File: config.mk
export PLATFORM = sky130hd
export DESIGN_NAME = header_pad
export DESIGN_NICKNAME = d
export VERILOG_FILES = /design/src/rtl/header_pad.sv
export SDC_FILE = /design/constraint.sdc
export NUM_CORES = 2
export LEC_CHECK = 0
export ABC_AREA = 1
export CAP_MARGIN = 20
export CORE_AREA = 2 2 422 424
export CTS_BUF_LIST = sky130_fd_sc_hd__clkbuf_8 sky130_fd_sc_hd__clkbuf_16
export CTS_CLUSTER_DIAMETER = 50
export DETAILED_ROUTE_END_ITERATION = 12
export DIE_AREA = 0 0 424 426
export MAX_ROUTING_LAYER = met4
export PLACE_DENSITY = 0.49
export SYNTH_ARGS = -nofsm -noshare
export SYNTH_HDL_FRONTEND = slang
export SYNTH_SLANG_ARGS = --single-unit
File: constraint.sdc
create_clock -name clk -period 86.6 [get_ports clk]
set_input_delay 21.65 -clock clk [delete_from_list [all_inputs] [get_ports clk]]
set_output_delay 21.65 -clock clk [all_outputs]
set_load 0.01 [all_outputs]
File: src/rtl/header_pad.sv
// Assembles an 80-byte block header into the 1024-bit padded double-SHA message.
// Define HEADER_PAD_NONCE_SWEEP_EN to add the nonce sweep (STEP state, nonce_wrap).
module header_pad #(
  parameter logic [31:0] NONCE_STEP = 32'd1
) (
  input  logic          clk,
  input  logic          rst,
  input  logic [7:0]    in_byte,
  input  logic          in_valid,
  output logic          in_ready,
  input  logic          flush,
  output logic [1023:0] message,
  output logic          msg_valid,
  input  logic          msg_ready,
  output logic [31:0]   nonce,
  output logic          nonce_wrap,
  output logic          busy
);

  typedef enum logic [1:0] {LOAD, OFFER, STEP} state_t;

  state_t       state;
  logic [6:0]   count;
  logic [631:0] hdr_buf;
  logic         accept_byte;
  logic         accept_msg;

  // A step of zero would never terminate; above 2^31 the sweep skips most of the space.
  if (NONCE_STEP == 32'd0 || NONCE_STEP > 32'h8000_0000) begin : g_step_check
    $error("header_pad: NONCE_STEP must be in 1..2^31");
  end

  assign in_ready    = (state == LOAD) & ~flush;
  assign busy        = (state != LOAD);
  assign accept_byte = in_valid & in_ready;
  assign accept_msg  = msg_valid & msg_ready;

`ifdef HEADER_PAD_NONCE_SWEEP_EN
  logic [32:0] step_sum;
  logic        wrap_q;

  assign step_sum   = {1'b0, nonce} + {1'b0, NONCE_STEP};
  assign nonce_wrap = wrap_q;
`else
  assign nonce_wrap = 1'b0;
`endif

  // Bytes 0..78 wait in hdr_buf; byte 79 arrives straight from the input when the message is built.
  always_ff @(posedge clk or posedge rst) begin
    if (rst) begin
      state     <= LOAD;
      count     <= 7'd0;
      hdr_buf   <= '0;
      message   <= '0;
      nonce     <= 32'd0;
      msg_valid <= 1'b0;
`ifdef HEADER_PAD_NONCE_SWEEP_EN
      wrap_q    <= 1'b0;
`endif
    end else if (flush) begin
      state     <= LOAD;
      count     <= 7'd0;
      msg_valid <= 1'b0;
`ifdef HEADER_PAD_NONCE_SWEEP_EN
      wrap_q    <= 1'b0;
`endif
    end else begin
`ifdef HEADER_PAD_NONCE_SWEEP_EN
      wrap_q <= 1'b0;
`endif
      case (state)
        LOAD: begin
          if (accept_byte) begin
            if (count == 7'd79) begin
              message   <= {hdr_buf, in_byte, 8'h80, 312'd0, 64'h0000_0000_0000_0280};
              nonce     <= {in_byte, hdr_buf[7:0], hdr_buf[15:8], hdr_buf[23:16]};
              msg_valid <= 1'b1;
              count     <= 7'd0;
              state     <= OFFER;
            end else begin
              for (int i = 0; i < 79; i++) begin
                if (count == 7'(i)) hdr_buf[631-8*i -: 8] <= in_byte;
              end
              count <= count + 7'd1;
            end
          end
        end
        OFFER: begin
          if (accept_msg) begin
            msg_valid <= 1'b0;
`ifdef HEADER_PAD_NONCE_SWEEP_EN
            // The overflow is known at accept time so the pulse lines up with STEP.
            wrap_q <= step_sum[32];
            state  <= STEP;
`else
            state  <= LOAD;
`endif
          end
        end
`ifdef HEADER_PAD_NONCE_SWEEP_EN
        STEP: begin
          if (step_sum[32]) begin
            state <= LOAD;
          end else begin
            message[415:384] <= {step_sum[7:0], step_sum[15:8], step_sum[23:16], step_sum[31:24]};
            nonce            <= step_sum[31:0];
            msg_valid        <= 1'b1;
            state            <= OFFER;
          end
        end
`endif
        default: state <= LOAD;
      endcase
    end
  end

endmodule

# Yosys cells after proc, flatten, opt, wreduce, memory -nomap -nowiden
# Index checks and enable logic that the tools add are counted.
dict set report word_totals {
  ramBits 0
  output_inout_bits 1060
  register_bits 1317
  romBits 0
  latchBits 0
  mem_count 0
  in_bits 13
}
dict set report op_classes {
  div_mod_pow 0
  n_bitwise 5
  muxes 14
  addsub 1
  shift 0
  magnitude_cmp 0
  reduce_logical 89
  eq_ne 83
  n_mul 0
}
# op count
set ops {}
lappend ops {{5-bit AND reduction} 79}
lappend ops {{7-bit by 6-bit == test with 1-bit output (second input constant)} 32}
lappend ops {{7-bit by 5-bit == test with 1-bit output (second input constant)} 16}
lappend ops {{7-bit == test (second input constant)} 16}
lappend ops {{7-bit by 4-bit == test with 1-bit output (second input constant)} 8}
lappend ops {{7-bit by 3-bit == test with 1-bit output (second input constant)} 4}
lappend ops {{7-bit 2-to-1 mux} 4}
lappend ops {{7-bit by 2-bit == test with 1-bit output (second input constant)} 2}
lappend ops {{2-bit 2-to-1 mux} 4}
lappend ops {{4-bit AND reduction} 2}
lappend ops {{7-bit by 1-bit adder with 7-bit output (second input constant)} 1}
lappend ops {{7-bit by 1-bit == test with 1-bit output (second input constant)} 1}
lappend ops {{7-bit logical NOT} 1}
lappend ops {{3-bit inequality test (second input constant)} 2}
lappend ops {{2-bit nonzero test} 3}
lappend ops {{1-bit 2-to-1 mux} 4}
lappend ops {{2-bit one-hot mux with 2 select lines} 1}
lappend ops {{1-bit bitwise AND} 3}
lappend ops {{3-bit by 2-bit inequality test with 1-bit output (second input constant)} 1}
lappend ops {{3-bit AND reduction} 1}
lappend ops {{3-bit nonzero test} 1}
lappend ops {{2-bit by 1-bit == test with 1-bit output (second input constant)} 1}
lappend ops {{2-bit logical NOT} 1}
lappend ops {{1-bit inverter} 2}
lappend ops {{2 further kinds} 2}

# Longest topological paths before layout
dict set report depth {
  ltp_word 6
  mapped_depth 10
  ltp_nobuf 7
}

# Worst setup path before layout
# Ideal clock, no wire load.
dict set report synth_path {
  path_type {input to output}
  from {input flush}
  to {output in_ready}
  arrival_time_ns 21.849
  setup_slack_ns 43.101
  t_required_ns 64.950
  stages 1
  path_cell_list {nor2_1}
}
dict set report synth_via {
  elab_chain_cells 2
}
# item line
set synth_rtl {}
lappend synth_rtl {{start: declaration} 11} ;# input logic flush,
lappend synth_rtl {{1-bit inverter (no source line)} n/a}
lappend synth_rtl {{1-bit bitwise AND} 33} ;# assign in_ready = (state == LOAD) & ~flush;
lappend synth_rtl {{end: declaration} 10} ;# output logic in_ready,
# No other way between the ends.

# Worst setup path after layout
# Ends and elaborated chain as after synthesis.

==> impl_metrics.csv <==
group,metric,value,unit
timing,final.period_utilization,0.514,
power,max-vdd-ir-drop,0.0191,mV
finish,layout-drive-gt1-share,0.0725,
power,report.power.total,0.00136,W
critical_path,crit_path_cell_trace,"clkdlybuf4s50_1, nor2_1, clkdlybuf4s50_1",
min_path,hold_path_class,"reg2reg",
die,overall_die_height,426,um
logic_synthesis,synth_cell_type_count,27,
clocking,inserted_clock_buffers,163,
critical_path,crit_top_cell,"clkdlybuf4s50_1",
flow_run,cap_violations,0,
logic_synthesis,postSynthAreaPerCell,8.88,um2
placement,dp_cells,8815,
timing,worst_hold_slack,0.468,ns
clocking,clock-sinks,1281,
timing,timing.clock.skew,0.0349,ns
finish,number_of_antenna_repair_diodes,0,
finish,nets,6659,
critical_path,cpLargestDelayFamily,"buffers and inverters",
critical_path,critPathKind,"in2out",
timing,rsz0062_at_grt,"no",
logic_synthesis,syn_inst,6142,
timing,transition_time_of_the_tightest_slew_check_pin,1.49,ns
clocking,cts_resized,0,
grt,grt-ovfl-total,0,
critical_path,worst-endpoint-required,64.95,ns
timing,period_minus_slack,44.50,ns
logic_synthesis,yosysTopAreaCellShare,0.588,
logic_synthesis,synth.yosys.seq_area_share,0.588,
logic_synthesis,ffs_latches_synth,1281,
grt,antenna_violations_before_repair,5,
critical_path,critical_path.startpoint_type,"input pin",
drt,routed_wl,195,mm
clocking,cts_post_setup_buffers_inserted,0,
placement,dpl-instance-area,61500,um2
critical_path,critical_path.n_buffers_inverters,2,
grt,grt_first_pass_wirelength,286,mm
critical_path,worst-r2r-setup-slack,81.48,ns
die,die_area,181000,um2
timing,setup_viol_count_final,0,
finish,finalInstanceArea,67100,um2
power,power_leakage,35.8,nW
drt,route.vias.total,43190,
die,pin_count,1073,
die,core_area,176000,um2
power,power.density_cell_area,20.3,nW/um2
clocking,hold_buffers_post_cts,0,
clocking,worstSkewPairLatency,0.80,ns
logic_synthesis,synth_top_cell_by_area,"dfrtp_1",
drt,drt_drc_violations_left,0,
timing,final_hold_fails,0,
critical_path,slowest_delay,0.56,ns
critical_path,cp_slowest_cell,"clkdlybuf4s50_1",
logic_synthesis,ys_warn_count,0,
die,rows,154,
clocking,cts-root-buf,"clkbuf_16",
drt,vias_per_cell,4.74,
clocking,cts_tree,"built",
drt,dr.pass1.iters,6,
clocking,max-clock-path-buffers,3,
clocking,cts.clk_slew.worst_paths,0.05,ns
placement,hpwlAfterDp,115,mm
logic_synthesis,netlist_top_cells_area,"dfrtp_1 59%, nor2_1 8.9%, nand2_1 8.9%, nand3_1 6.2%, a21oi_1 5.9%",
timing,slew-limit-headroom,0.00732,
finish,area.growth.synth_to_final,23.1,%
logic_synthesis,post_synthesis_instance_area,54500,um2
grt,globalRouteTotalUtil,0.217,
timing,final-max-slew-violation-count,0,
drt,drt-wirelength-per-cell,21.4,um
timing,max_freq,22.5,MHz
grt,vias_in_the_first_global_route,41664,
timing,tns,0,ns
die,initial_utilization,0.310,
placement,port-buffer-count,690,
placement,routabilityCongestion,0.773,
drt,dr.first_iter.drc_count,3896,
finish,layoutNonFillerInstCount,9114,
critical_path,worstPathArrival,22.85,ns
drt,post_drt_antenna_nets,0,
critical_path,crit_path_max_fanout,4,
clocking,cts_max_level,4,
grt,maximum_number_of_pins_on_one_net_before_global_route_repair,212,
die,floorplan.die.width,424,um
outcome,status,"completed",
critical_path,critical_path.endpoint_type,"output pin",
## through the flow
| step | worst slack [ns] | util |
|---|---|---|
| floorplan | 28.85 | - |
| CTS | 42.09 | 0.382 |
| global placement | 42.07 | 0.350 |
| finish | 42.10 | 0.382 |
| global route | 42.07 | 0.382 |
| detailed placement | 42.09 | 0.350 |
## final timing paths
kind                            cells after the start            to         from
worst max-delay path                                3      in_ready        flush
max in group asynchronous                           7  message[586]          rst
worst max register to register                      8  message[952]     count[3]
worst min-delay path                                2   hdr_buf[92]  hdr_buf[92]
worst min register to register                      2   hdr_buf[92]  hdr_buf[92]
min in group asynchronous                           2  message[783]          rst
## routing by layer
metal | part of all wire | vias to the layer above | GRT usage
met4 | 0.031 | 0 | 0.0708
met3 | 0.053 | 272 | 0.0357
li1 | - | 19989 | -
met1 | 0.44 | 21615 | 0.286
met5 | 0 | - | -
met2 | 0.48 | 1314 | 0.339
## registers in the layout (all words and copies together) (netlist names)
name	flops
count	7
nonce	31
msg_valid	1
hdr_buf	632
message	610
## logic make-up (layout without fill, tap and decap cells)
logic type               after synthesis  count (layout)  share of synthesized area
other                                  1             382                  0.0000688
buffers and inverters                813            1064                     0.0904
adder cells (fa/ha/maj)                4               4                   0.000918
AND/OR/NAND/NOR                     3397            3397                      0.262
AO/OA/AOI/OAI                        646             646                     0.0593
flip-flops                          1281            1281                      0.588
## worst reg2reg max path: cells and delay by family, from the launching register on
kind,cells,cell delay [ns]
AND/OR/NAND/NOR,3,0.77
AO/OA/AOI/OAI,1,0.22
flip-flops,1,0.70
buffers and inverters,4,3.39
## synth_stat cells, drive strengths merged
cell / n
o21ai: 5
conb: 1
inv: 14
clkinv: 1
nor3: 1
nor2: 1371
o31ai: 1
nand4: 1
dfrtp: 1281
clkbuf: 157
nand3: 730
buf: 641
ha: 4
nor3b: 1
a21oi: 640
nand2: 1293
## power breakdown
part | switching, W | total [W] | internal, W | leakage (nW)
Combinational | 0.0000471 | 0.0000525 | 0.00000540 | 15.1
Clock | 0.000278 | 0.000701 | 0.000422 | 2.87
Sequential | 0.00000320 | 0.000608 | 0.000605 | 17.9
Total | 0.000329 | 0.00136 | 0.00103 | 35.8
## area by class of cell
cell class	instances	area (um2)
tap	2340	2930
inverter	15	71.3
fill	17851	109000
clock buffer	206	4730
multi-input combinational	4429	19000
timing repair buffer	752	7460
sequential	1281	32100
clock inverter	91	900
## layout by cell type (no fill, tap or decap), types with 4 or more instances in the layout
master,Yosys,layout
nor2_1,1287,1287
nand2_1,1286,1284
dfrtp_1,1281,1281
clkdlybuf4s50_1,0,682
nand3_1,671,671
a21oi_1,640,640
conb_1,1,382
clkbuf_16,0,168
nor2_2,76,75
buf_4,425,62
nand3_2,56,56
inv_1,12,42
clkbuf_8,0,38
clkinv_2,0,15
bufinv_16,0,12
inv_6,0,11
nor2_4,8,9
clkinvlp_4,0,9
buf_12,0,7
clkinv_4,0,6
nand2_2,5,5
nand2_4,2,4
inv_8,0,4
o21ai_0,4,4
ha_1,4,4
No activity file was read; power rests on OpenSTA's default activity.
